File: config.mk
export PLATFORM = sky130hd
export DESIGN_NAME = mat_vec_result_serializer
export DESIGN_NICKNAME = d
export VERILOG_FILES = /design/src/rtl/matmul_pkg.sv /design/src/rtl/mat_vec_result_serializer.sv
export SDC_FILE = /design/constraint.sdc
export NUM_CORES = 1
export LEC_CHECK = 0
export CAP_MARGIN = 40
export CORE_MARGIN = 10
export CORE_UTILIZATION = 40
export CTS_CLUSTER_SIZE = 40
export DETAILED_ROUTE_END_ITERATION = 6
export PLACE_DENSITY = 0.76
export SYNTH_ARGS = -nofsm -noshare
export SYNTH_HDL_FRONTEND = slang
export SYNTH_SLANG_ARGS = --single-unit
File: constraint.sdc
create_clock -name clk -period 3.95 [get_ports clk]
set_input_delay 0.79 -clock clk [delete_from_list [all_inputs] [get_ports clk]]
set_output_delay 0.79 -clock clk [all_outputs]
set_load 0.02 [all_outputs]
File: src/rtl/matmul_pkg.sv
// Shared definitions for the matrix-vector multiplier family (multiplier, loader, serializer).
// Contents:
//   NBITS / NDATA   default operand width and vector length of the family
//   ELEM_W / IDX_W  default result-element width and element-index width
//   ser_state_e     serializer FSM states
//   idx_width()     max(1, clog2(n)) so a one-element vector still gets a 1-bit index
//   elem_lsb()      bit offset of element k in a packed vector
package matmul_pkg;

   localparam int unsigned NBITS  = 4;
   localparam int unsigned NDATA  = 4;
   localparam int unsigned ELEM_W = 2 * NBITS;
   localparam int unsigned IDX_W  = (NDATA > 1) ? $clog2(NDATA) : 1;

   typedef enum logic {
      StIdle,
      StSend
   } ser_state_e;

   function automatic int unsigned idx_width(input int unsigned n);
      return (n > 1) ? $clog2(n) : 1;
   endfunction

   function automatic int unsigned elem_lsb(input int unsigned k, input int unsigned elem_w);
      return k * elem_w;
   endfunction

endpackage

File: src/rtl/mat_vec_result_serializer.sv
// Takes one packed result vector of Ndata elements (2*Nbits bits each) over a valid/ready
// handshake and streams its elements out one per accepted beat, with index and last flag.
// Ports:
//   clk, reset            rising-edge clock, synchronous active-high reset
//   in_valid / in_ready   input handshake; in_ready also rises on the final output beat
//   in_vec                packed vector, element k at bits [(k+1)*ElemW-1 : k*ElemW]
//   out_valid / out_ready output handshake
//   out_data, out_idx     current element and its index (all outputs are registered)
//   out_last              high on the element with index Ndata-1
module mat_vec_result_serializer
   import matmul_pkg::*;
#(
   parameter int unsigned Ndata = 4,
   parameter int unsigned Nbits = 4,
   localparam int unsigned ElemW = 2 * Nbits,
   localparam int unsigned IdxW  = idx_width(Ndata),
   localparam int unsigned VecW  = Ndata * ElemW
) (
   input  logic             clk,
   input  logic             reset,
   input  logic             in_valid,
   output logic             in_ready,
   input  logic [VecW-1:0]  in_vec,
   output logic             out_valid,
   input  logic             out_ready,
   output logic [ElemW-1:0] out_data,
   output logic [IdxW-1:0]  out_idx,
   output logic             out_last
);

   localparam logic [IdxW-1:0] LastIdx = IdxW'(Ndata - 1);

   ser_state_e       state_q, state_d;
   logic [VecW-1:0]  hold_q, hold_d;
   logic [IdxW-1:0]  cnt_q, cnt_d;
   logic             out_valid_q, out_valid_d;
   logic [ElemW-1:0] out_data_q, out_data_d;
   logic [IdxW-1:0]  out_idx_q, out_idx_d;
   logic             out_last_q, out_last_d;

   logic out_xfer;
   logic in_xfer;

   assign out_xfer = out_valid_q && out_ready;
   // Accepting on the final beat lets a new vector follow with no bubble.
   assign in_ready = (state_q == StIdle) || (out_xfer && out_last_q);
   assign in_xfer  = in_valid && in_ready;

   always_comb begin
      state_d = state_q;
      hold_d  = hold_q;
      cnt_d   = cnt_q;

      if (in_xfer) begin
         hold_d  = in_vec;
         cnt_d   = '0;
         state_d = StSend;
      end else if (state_q == StSend && out_xfer) begin
         if (out_last_q) begin
            state_d = StIdle;
         end else begin
            cnt_d = cnt_q + IdxW'(1);
         end
      end

      // Outputs are registered, so they are computed from the next state and counter.
      out_valid_d = 1'b0;
      out_data_d  = '0;
      out_idx_d   = '0;
      out_last_d  = 1'b0;
      if (state_d == StSend) begin
         out_valid_d = 1'b1;
         out_data_d  = hold_d[elem_lsb(32'(cnt_d), ElemW) +: ElemW];
         out_idx_d   = cnt_d;
         out_last_d  = (cnt_d == LastIdx);
      end
   end

   always_ff @(posedge clk) begin
      if (reset) begin
         state_q     <= StIdle;
         hold_q      <= '0;
         cnt_q       <= '0;
         out_valid_q <= 1'b0;
         out_data_q  <= '0;
         out_idx_q   <= '0;
         out_last_q  <= 1'b0;
      end else begin
         state_q     <= state_d;
         hold_q      <= hold_d;
         cnt_q       <= cnt_d;
         out_valid_q <= out_valid_d;
         out_data_q  <= out_data_d;
         out_idx_q   <= out_idx_d;
         out_last_q  <= out_last_d;
      end
   end

   assign out_valid = out_valid_q;
   assign out_data  = out_data_q;
   assign out_idx   = out_idx_q;
   assign out_last  = out_last_q;

endmodule

==> flow_metrics.tcl, run 1 <==
set metrics [dict create \
    clock.fmax_mhz 325 \
    avgSynthCellArea_um2 8.47 \
    yosysTopAreaCellShare 0.453 \
    cap_violations 0 \
    n_antenna_cell 0 \
    clk_pin_slew_worst_paths_ns 0.08 \
    path_delay_family "buffers and inverters" \
    fin_skew_ns 0.00671 \
    die_area_mm2 0.00833 \
    dpl_worst_slack_ns 0.880 \
    timing.rr.end "out_data[1]" \
    critPathLaunchType "primary input" \
    grt_overflow 0 \
    holdPathStages 2 \
    slowest_stage "clkdlybuf4s50_1" \
    area_growth_pct 29.8 \
    period_minus_slack_ns 3.07 \
    setup_violations 0 \
    r2r-start "state_q" \
    grt_busiest_layer "met2" \
    synth_xor_area_frac 0 \
    dr.pass1.iters 5 \
    place.gp.congestion 0.826 \
    synth-adder-area-share 0 \
    post_cts_buffers 0 \
    mostFrequentLayoutCells "69 x nand2_1, 48 x clkdlybuf4s50_1, 46 x dfxtp_1" \
    vias_per_cell 5.16 \
    met1_usage 0.149 \
    p_leak_nw 0.955 \
    cts.sinks 46 \
    critPathArrivalTime_ns 2.28 \
    critPathKind "in2out" \
    layout_commonest_cell "nand2_1" \
    grt_pass1_vias 1737 \
    outcome "finished clean" \
    num_rows 25 \
    synth_area_mm2 0.00203 \
    worstSkewPairLatency_ns 0.30 \
    synthSimpleGateAreaFrac 0.198 \
    io_pins 49 \
    synth_edf_count 0 \
    tns_ns 0 \
    p_total_uw 991 \
    holdWs_ns 0.460 \
    relSlewSlack 0.503 \
    fin_nets 319 \
    power.density_mw_per_mm2 376 \
    grt_pass1_wl_um 8450 \
    cp_cell_sequence "clkdlybuf4s50_1 > nand2_1 > nand2_1 > clkdlybuf4s50_1" \
    reg2reg_slack_ns 1.78 \
    hold_buffers 0 \
    synth_top_family_by_area "compound AO/OA/AOI/OAI gates" \
    wl_um 5080 \
    ys_ff_latch 46 \
    hp-start "hold_q[3]" \
    cts_resized 0 \
    holdPathEnd "hold_q[3]" \
    grt_usage 0.123 \
    synth_top_area_cell "dfxtp_1" \
    min_path_type "reg2reg" \
    yosysSeqAreaShare 0.453 \
    rsz0062_at_grt "false" \
    final_util 0.548 \
    critPathMaxStageDelay_ns 0.62 \
    setup_ws_ns 0.878 \
    wire_per_inst_um 14.5 \
    worstMarginPinSlew_ns 0.746 \
    grt_antenna_before_repair 0 \
    cts_inserted_buffers 5 \
    die_w_um 91.3 \
    worstPathRequired_ns 3.16 \
    grt_util_met2 0.196 \
    ys_types 28 \
    fin_crit_sh 0.778 \
    cts_tree "done" \
    cts-root-buf "clkbuf_8" \
    final_max_slew_viol_count 0 \
    die_y_um 91.3 \
    design.core.area_mm2 0.00482 \
    grt_max_degree 36 \
    muxShareOfSynthArea 0.00554 \
    vias 1810 \
    clk_path_buf_depth 2 \
    cp.buffers_inverters 2 \
    synthFlopType "dfxtp_1" \
    ys_warn_count 0 \
    reg2reg_depth 5 \
    synthArstFlopShare 0 \
    cp_max_fo 7 \
    io_buffers 48 \
    drive_above_1_share 0.102 \
    synth_area_leaders "dfxtp_1 45%, nand2_1 13%, a21oi_1 8.6%, o21bai_1 5.9%, o31ai_2 5.5%" \
    hold_violations 0 \
    synthCells 240 \
    initial_core_util 0.422 \
    dp_hpwl_um 3760 \
    drcViolationCount 0 \
    ant_nets 0 \
    synth_compound_area_frac 0.286 \
    use_met3 0.0420 \
    cts.htree.levels 2 \
    ir_drop_mv 0.175 \
    endpoint_kind "output pin" \
    first_iter_violations 145 \
    synth_fp_nets 276 \
]
worst max path at each step:
stage	start	end	slack [ns]	depth (start not counted)
3_5_place_dp	out_ready	in_ready	0.88	4
4_1_cts	out_ready	in_ready	0.87	4
5_1_grt	out_ready	in_ready	0.77	4
2_1_floorplan	out_ready	out_data[5]	2.05	7
6_report	out_ready	in_ready	0.88	4
3_3_place_gp	out_ready	in_ready	0.93	4
metrics by stage:
stage | instance area (um^2) | cells
6_report | 2640 | 351
3_5_place_dp | 2550 | 343
3_3_place_gp | 2550 | 343
4_1_cts | 2640 | 351
2_1_floorplan | 2030 | 240
5_1_grt | 2640 | 351
sequential cells by signal, indices dropped and copies added, names as in the netlist:
name	flops
cnt_q	2
hold_q	32
out_data	8
out_idx	2
out_last	1
state_q	1
cell families (layout without fill, tap and decap cells):
family	after synthesis	count (layout)
DFF	46	46
buffers and inverters	21	65
AOI/OAI and AO/OA	80	80
muxes	1	1
and+or+nand+nor	92	92
synthesized netlist by cell type (2+ instances only):
master	count
nand2_1	69
dfxtp_1	46
a21oi_1	35
o21bai_1	16
nor2_1	12
clkbuf_1	9
o31ai_2	9
o31ai_1	7
o32ai_1	7
buf_2	6
inv_1	3
nor2b_1	3
buf_6	2
o22ai_1	2
per-layer routing:
metal | part of all wire | wire length [um]
met1 | 0.46 | 2350
met2 | 0.47 | 2370
met3 | 0.053 | 269
met4 | 0.017 | 85
met5 | 0 | 0
area by class of cell:
class | count | area (um^2)
Tap cell | 67 | 83.8
Clock inverter | 1 | 5.00
Inverter | 3 | 11.3
Fill cell | 499 | 2180
Sequential cell | 46 | 921
Timing Repair Buffer | 54 | 526
Multi-Input combinational cell | 173 | 1010
Clock buffer | 7 | 86.3
where the power goes:
group	leakage, nW	switching (mW)	internal, mW
Sequential	0.377	0.0180	0.492
Combinational	0.529	0.0933	0.0963
Clock	0.0482	0.151	0.141
worst register-to-register path, cell delays in order, from the launching register on:
cell       delay, ns
dfxtp_1         0.56
nand4bb_1       0.17
nand2_2         0.28
or2_1           0.65
o31ai_1         0.12
o32ai_1         0.29
Note: power is estimated with default switching activity, not from simulation.
==> inputs of run 2 (changes only) <==
PLACE_DENSITY = 0.78   (was 0.76)
clock period = 2.7 ns   (was 3.95 ns; I/O delays follow)
==> run 2 against run 1 <==
Net effect: total power rose by 54%; critical path depth did not move; combinational power up 53%; routed wire length is 5.2% higher.
==> flow_metrics.tcl, run 2 (synthesis gave the netlist of run 1 again) <==
set metrics [dict create \
    outcome "finished clean" \
    top_layer "met4" \
    cts-root-buf "clkbuf_8" \
    drive_above_1_share 0.115 \
    min_path_type "reg2reg" \
    grt_overflow 0 \
    fin_crit_sh 0.956 \
    regMostFlops "hold_q" \
    cts_inserted_buffers 5 \
    worstSkewPairLatency_ns 0.30 \
    stdcell_count 354 \
    post_cts_buffers 0 \
    cp_max_fo 7 \
    fin_nets 322 \
    mostFrequentLayoutCells "69 x nand2_1, 48 x clkdlybuf4s50_1, 46 x dfxtp_1" \
    die_w_um 91.3 \
    area_growth_pct 32.4 \
    period_minus_slack_ns 2.58 \
    cp.buffers_inverters 2 \
    grt_pass1_vias 1764 \
    worstMarginPinSlew_ns 0.865 \
    critPathKind "in2out" \
    grt_max_degree 41 \
    rsz0062_at_grt "false" \
    place.gp.congestion 0.873 \
    die_area_mm2 0.00833 \
    critPathLaunchType "primary input" \
    cts.htree.levels 2 \
    design.core.area_mm2 0.00482 \
    first_iter_violations 185 \
    dr.pass1.iters 4 \
    holdWs_ns 0.455 \
    relSlewSlack 0.423 \
    grt_pass1_wl_um 8730 \
    wl_um 5340 \
    hold_violations 0 \
    num_rows 25 \
    cts_resized 0 \
    critPathArrivalTime_ns 2.04 \
    met1_length_um 2400 \
    grt_antenna_before_repair 0 \
    p_leak_nw 0.984 \
    vias_per_cell 5.08 \
    critPathMaxStageDelay_ns 0.62 \
    clk_path_buf_depth 2 \
    ir_drop_mv 0.239 \
    tns_ns 0 \
    fin_skew_ns 0.00719 \
    endpoint_kind "output pin" \
    n_antenna_cell 0 \
    vias 1799 \
    cts.sinks 46 \
    drcViolationCount 0 \
    cap_violations 0 \
    ant_nets 0 \
    io_pins 49 \
    path_delay_family "buffers and inverters" \
    fillers 459 \
    clock.fmax_mhz 387 \
    wire_per_inst_um 15.1 \
    clk_pin_slew_worst_paths_ns 0.08 \
    initial_core_util 0.422 \
    dp.cells 346 \
    power.density_mw_per_mm2 567 \
    grt_usage 0.126 \
    slowest_stage "clkdlybuf4s50_1" \
    largest_reg_flops 32 \
    layout_commonest_cell "nand2_1" \
    cts_tree "done" \
    dr_wl_met3_um 301 \
    worstPathRequired_ns 2.16 \
    hold_buffers 0 \
    dp_hpwl_um 3680 \
    io_buffers 48 \
    wl_met2_um 2570 \
    final_max_slew_viol_count 0 \
    cp_cell_sequence "clkdlybuf4s50_1 > nand2_1 > nand2_1 > clkdlybuf4s50_1" \
    setup_violations 0 \
    die_y_um 91.3 \
]
[run 2: path summary, 6_finish.rpt]
check             startpoint     endpoint  slack, ns  cells past startpoint
setup / recovery   out_ready     in_ready       0.12                      4
hold / removal    hold_q[29]   hold_q[29]       0.46                      2
setup reg to reg     state_q  out_data[2]       0.65                      5
hold reg to reg   hold_q[29]   hold_q[29]       0.46                      2
[run 2: power breakdown]
group | total (mW) | switching (mW) | leakage, nW | internal, mW
logic | 0.291 | 0.144 | 0.549 | 0.147
clock network | 0.493 | 0.234 | 0.0575 | 0.259
registers | 0.743 | 0.0237 | 0.377 | 0.719
total | 1.53 | 0.402 | 0.984 | 1.12
[run 2: tightest hold or removal path: cells and delay by family (launching register included)]
family	cells	cell delay, ns
AOI/OAI and AO/OA	1	0.05
DFF	1	0.31
and+or+nand+nor	1	0.05
[run 2: stage by stage]
step / area [um^2] / worst slack (ns) / total power, mW / utilization
3_5_place_dp: 2580 / 0.127 / 1.05 / 0.536
6_report: 2690 / 0.118 / 1.53 / 0.559
5_1_grt: 2690 / 0.0544 / 1.59 / 0.559
2_1_floorplan: 2030 / 0.932 / 0.930 / -
3_3_place_gp: 2580 / 0.162 / 1.04 / 0.536
4_1_cts: 2690 / 0.119 / 1.53 / 0.559
[run 2: per-layer routing]
layer / track usage / up-vias
met5: 0 / -
met4: 0.0379 / 0
met3: 0.0370 / 9
met2: 0.203 / 53
met1: 0.158 / 816
li1: - / 921
[run 2: cell type report]
type                    instances  area, um^2  share of cell area
repair buffers                 57         561               0.208
well taps                      67        83.8              0.0311
multi-input cells             173        1010               0.374
flip-flops and latches         46         921               0.342
inverters                       3        11.3             0.00418
clock buffers                   8         110              0.0409
